--- config.mk ---
export PLATFORM = sky130hd
export DESIGN_NAME = fixed_point_max_of_4
export DESIGN_NICKNAME = d
export VERILOG_FILES = /design/src/rtl/fixed_point_max_of_4.sv
export SDC_FILE = /design/constraint.sdc
export NUM_CORES = 1
export LEC_CHECK = 0
export CORE_UTILIZATION = 46
export DETAILED_ROUTE_END_ITERATION = 8
export PLACE_DENSITY = 0.78
export SLEW_MARGIN = 20
export SYNTH_ARGS = -nofsm -noshare
export SYNTH_HDL_FRONTEND = slang
export SYNTH_SLANG_ARGS = --single-unit
--- constraint.sdc ---
create_clock -name clk -period 8.4 [get_ports clk]
set_input_delay 1.68 -clock clk [delete_from_list [all_inputs] [get_ports clk]]
set_output_delay 1.68 -clock clk [all_outputs]
set_load 0.02 [all_outputs]
--- src/rtl/fixed_point_max_of_4.sv ---
// Maximum of four fixed-point scores ahead of the softmax max(x)-x stage.
// Two time-shared comparators: both in CMP1, the first reused for the final compare in CMP2.
module fixed_point_max_of_4 #(
  parameter int unsigned ARITH_TYPE = 1,
  parameter int unsigned DATA_WIDTH = 32,
  parameter int unsigned INTEGER    = 16,
  parameter int unsigned FRACTION   = 16
) (
  input  logic                  clk,
  input  logic                  reset,
  input  logic                  in_valid,
  output logic                  in_ready,
  input  logic [DATA_WIDTH-1:0] in1,
  input  logic [DATA_WIDTH-1:0] in2,
  input  logic [DATA_WIDTH-1:0] in3,
  input  logic [DATA_WIDTH-1:0] in4,
  output logic [DATA_WIDTH-1:0] out1,
  output logic [DATA_WIDTH-1:0] out2,
  output logic [DATA_WIDTH-1:0] out3,
  output logic [DATA_WIDTH-1:0] out4,
  output logic [DATA_WIDTH-1:0] max_input,
  output logic                  softmax_enable,
  output logic                  busy
);

  if (INTEGER + FRACTION != DATA_WIDTH) begin : g_fmt_check
    $error("INTEGER + FRACTION must equal DATA_WIDTH");
  end

  typedef enum logic [1:0] {StIdle, StCmp1, StCmp2, StDone} state_e;

  state_e                  state_q, state_d;
  logic [DATA_WIDTH-1:0]   m12_q, m34_q;
  logic [DATA_WIDTH-1:0]   cmp_a_x, cmp_a_y, max_a, max_b;

  function automatic logic greater(input logic [DATA_WIDTH-1:0] a,
                                   input logic [DATA_WIDTH-1:0] b);
    if (ARITH_TYPE != 0) return $signed(a) > $signed(b);
    else                 return a > b;
  endfunction

  always_comb begin
    state_d  = state_q;
    in_ready = (state_q == StIdle);
    busy     = (state_q != StIdle);
    unique case (state_q)
      StIdle:  if (in_valid) state_d = StCmp1;
      StCmp1:  state_d = StCmp2;
      StCmp2:  state_d = StDone;
      StDone:  state_d = StIdle;
      default: state_d = StIdle;
    endcase
  end

  // Comparator A sees the raw pair in CMP1 and the two partial maxima in CMP2.
  always_comb begin
    cmp_a_x = (state_q == StCmp2) ? m12_q : out1;
    cmp_a_y = (state_q == StCmp2) ? m34_q : out2;
    max_a   = greater(cmp_a_x, cmp_a_y) ? cmp_a_x : cmp_a_y;
    max_b   = greater(out3, out4) ? out3 : out4;
  end

  always_ff @(posedge clk or posedge reset) begin
    if (reset) begin
      state_q        <= StIdle;
      out1           <= '0;
      out2           <= '0;
      out3           <= '0;
      out4           <= '0;
      m12_q          <= '0;
      m34_q          <= '0;
      max_input      <= '0;
      softmax_enable <= 1'b0;
    end else begin
      state_q        <= state_d;
      softmax_enable <= (state_q == StCmp2);
      if (state_q == StIdle && in_valid) begin
        out1 <= in1;
        out2 <= in2;
        out3 <= in3;
        out4 <= in4;
      end
      if (state_q == StCmp1) begin
        m12_q <= max_a;
        m34_q <= max_b;
      end
      if (state_q == StCmp2) max_input <= max_a;
    end
  end

endmodule

==> Implementation_results.wiki <==
{| class="wikitable"
! Metric !! Value
|-
| Top-level I/O count || slightly below 300
|-
| Pre-antenna DRT Iters || 7
|-
| Antenna violations before repair || 0
|-
| Post-synth top area share || 0.463
|-
| Gate Count Post-Synth || 1100
|-
| Total setup buffers inserted after CTS || 0
|-
| Final layout net count || 1549
|-
| Via density per instance || 5.75
|-
| Starting DRT DRC Count || 718
|-
| Ordered list of cells on the worst path || inv_1 -> ha_4 -> buf_4 -> mux2i_1 -> ha_1 -> and2_1 -> a221o_1 -> a221oi_2 -> o22a_2 -> buf_4 -> nand2b_2 -> a31oi_1
|-
| Fraction of layout cells with a size suffix above 1 || 0.206
|-
| Cell type group with the largest total delay on the critical path || compound AO/OA/AOI/OAI gates
|-
| Final Routed Wirelength || roughly 34000 um
|-
| Number of flops mapped to enable cells by yosys || 0
|-
| Pin slew with the least headroom to its limit || 0.955 ns
|-
| Critical path data arrival time || around 5.9 ns
|-
| Top post-synthesis cells by area || sky130_fd_sc_hd__dfrtp_1, sky130_fd_sc_hd__mux2_2, sky130_fd_sc_hd__ha_1
|-
| Failing checks || design-rule violations
|-
| Total half-perimeter wirelength after legalization and detailed placement || ~24000 um
|-
| Count of nets left with antenna violations after detail routing || 0
|-
| Sequential cell area || around 0.0057 sq mm
|-
| Starting density of the core || 0.469
|-
| Count of vias placed by the detailed router || between 9000 and 10000
|-
| Biggest area consumer among synthesized cells || sky130_fd_sc_hd__dfrtp_1
|-
| Post-Layout Cell Count || approximately 1700
|-
| Number of buffer and inverter stages on the critical path || 3
|-
| Final setup skew || between 0.01 and 0.015 ns
|-
| Pin count of the biggest net entering global routing || approximately 170
|-
| TritonCTS Buffers || 26
|-
| Tightest slew margin relative to the limit || 0.364
|-
| Area of the multi-input gates || 0.00600 sq mm
|-
| Met2 track demand over resource in global routing || 0.392
|-
| Number of rows created at floorplan || slightly below 60
|-
| Skew-Pair Late Insertion Delay || around 0.53 ns
|-
| Overall routing resource usage || 0.247
|-
| Met1 Track Usage GR || 0.349
|-
| Startpoint type of the worst setup path || register
|-
| Die outline area || between 0.02 and 0.03 sq mm
|-
| Required time at the endpoint of the critical path || between 8 and 9 ns
|-
| Count of maximum capacitance violations || 0
|-
| Unrepaired setup endpoints after global routing || no
|-
| First-pass GRT wire length || approximately 53000 um
|-
| Core footprint || ~0.026 sq mm
|-
| Post-Syn Area per Cell || approximately 11 sq um
|-
| Highest fanout seen on the critical path || 68
|-
| Area growth syn-to-layout || 32.2%
|-
| Setup Viol. Count Final || 0
|-
| Final critical-path required period || roughly 5.4 ns
|-
| Seq/Total Area, Yosys || 0.463
|-
| Sort of element at the end of the critical path || register
|-
| CTS clock-pin slew for the worst setup and hold paths || roughly 0.060 ns
|-
| Total congestion overflow || 0
|-
| Number of levels in the clock H-tree || 1
|-
| # fillers || approximately 2100
|-
| Number of global-route vias before repair || roughly 9800
|-
| Number of I/O port buffers || around 290
|-
| Number of placed cells counting well taps || about 1700
|-
| Critical setup path kind || reg2reg
|-
| Horizontal extent of the die || 165 um
|-
| Total Neg Setup Slack || 0 ns
|-
| Final number of hold-violating endpoints || 0
|-
| Final period utilization || 0.648
|-
| Final Max Tran Viols || 0
|-
| Share of synthesized registers carrying an async set or reset || 1.00
|-
| Post-CTS resize count || 0
|-
| Fraction of met3 tracks used by global routing || 0.0362
|-
| Post-synth net total || between 1000 and 1500
|-
| Clk root buf || sky130_fd_sc_hd__clkbuf_16
|-
| Floorplan die height || approximately 170 um
|-
| Result of the run || finished, violations left
|-
| Slowest Stage Delay on Critical Path || roughly 0.7 ns
|-
| Synth Cell Area || 0.0123 sq mm
|-
| Fmax || around 0.18 GHz
|-
| Hold Path Class || reg2reg
|-
| Number of different library cells in the post-synthesis netlist || 47
|-
| Synthesis Warnings || 0
|-
| Global placer's final weighted congestion || between 0.8 and 0.9
|-
| Synthesis-stage register bit count || 227
|-
| Most frequent cell after synthesis || sky130_fd_sc_hd__dfrtp_1
|-
| Max clock buf depth || 3
|-
| Leading post-synthesis cells by instance count || sky130_fd_sc_hd__dfrtp_1, sky130_fd_sc_hd__mux2_2, sky130_fd_sc_hd__inv_1
|-
| Antenna diode count || 0
|-
| Highest-utilization routing layer at the global route stage || met2
|-
| Sink count of the clock tree || between 200 and 250
|-
| TritonCTS clock tree || built
|-
| Routed wirelength normalized by instance count || 19.8 um
|-
| DR DRC count || 27
|-
| Flip-flop cell with the highest count after synthesis || sky130_fd_sc_hd__dfrtp_1
|-
| Worst path slowest cell || sky130_fd_sc_hd__ha_4
|-
| Count of hold buffers inserted by post-cts repair || 0
|-
| Worst path most repeated cell || sky130_fd_sc_hd__buf_4
|}
## placed cells by master (no fill, tap or decap), types with 3 or more instances in the layout
cell type,instances
sky130_fd_sc_hd__o221ai_2,10
sky130_fd_sc_hd__clkbuf_16,27
sky130_fd_sc_hd__mux2i_1,32
sky130_fd_sc_hd__nand2_1,44
sky130_fd_sc_hd__o21ai_0,39
sky130_fd_sc_hd__dfrtp_1,227
sky130_fd_sc_hd__mux2_1,10
sky130_fd_sc_hd__a31oi_1,64
sky130_fd_sc_hd__mux2_4,8
sky130_fd_sc_hd__clkdlybuf4s50_1,293
sky130_fd_sc_hd__a21oi_1,57
sky130_fd_sc_hd__nand4_1,13
sky130_fd_sc_hd__clkbuf_8,6
sky130_fd_sc_hd__inv_1,72
sky130_fd_sc_hd__a21o_1,9
sky130_fd_sc_hd__clkbuf_1,8
sky130_fd_sc_hd__clkinv_2,3
sky130_fd_sc_hd__buf_4,10
sky130_fd_sc_hd__ha_1,65
sky130_fd_sc_hd__mux2_2,173
sky130_fd_sc_hd__o221ai_1,22
sky130_fd_sc_hd__nand3_1,37
sky130_fd_sc_hd__o211ai_1,4
sky130_fd_sc_hd__nor2_1,35
sky130_fd_sc_hd__or2_2,31
sky130_fd_sc_hd__o41ai_1,31
## through the flow
| step | setup WS (ns) | area [sq um] | hold WS, ns | util |
|---|---|---|---|---|
| detailed placement | 3.03 | 15400 | 0.525 | 0.589 |
| global placement | 3.22 | 15400 | 0.518 | 0.589 |
| finish | 2.95 | 16200 | 0.537 | 0.620 |
| CTS | 3.00 | 16200 | 0.542 | 0.619 |
| floorplan | 0.500 | 12300 | 0.489 | - |
| global route | 2.58 | 16200 | 0.558 | 0.620 |
## flip-flops by register name (all words and copies together) (netlist names)
| signal | flops |
|---|---|
| softmax_enable | 1 |
| out4 | 32 |
| m12_q | 32 |
| out3 | 32 |
| m34_q | 32 |
| state_q | 2 |
| max_input | 32 |
| out1 | 32 |
| out2 | 32 |
## metal layers
layer / wire length, um / vias up
li1: - / 4561
met1: 14900 / 4791
met2: 15800 / 369
met3: 2120 / 63
met4: 917 / 0
met5: 0 / -
## logic make-up after synthesis
kind of cell | synth area share
compound gates | 0.142
flops | 0.463
mux | 0.204
simple gates | 0.0700
buf+inv | 0.0521
fa+ha+maj | 0.0684
## final cells by class
cell class | instances | area share
Multi-Input combinational cell | 718 | 0.370
Sequential cell | 227 | 0.350
Timing Repair Buffer | 304 | 0.186
Clock buffer | 41 | 0.0486
Tap cell | 335 | 0.0259
Inverter | 74 | 0.0180
Clock inverter | 2 | 0.000618
## path summary, 6_finish.rpt
kind / startpoint / end / slack, ns / depth (start not counted)
max: state_q[0] / m12_q[23] / 2.95 / 12
min: out2[5] / out2[5] / 0.54 / 1
max reg2reg: state_q[0] / m12_q[23] / 2.95 / 12
min reg2reg: out2[5] / out2[5] / 0.54 / 1
max in group asynchronous: reset / m12_q[22] / 5.26 / 3
min in group asynchronous: reset / out4[1] / 1.74 / 2
Power is left out: the tool's default activity adds up to more than one toggle a clock period on the data nets, which glitch-free logic cannot reach.
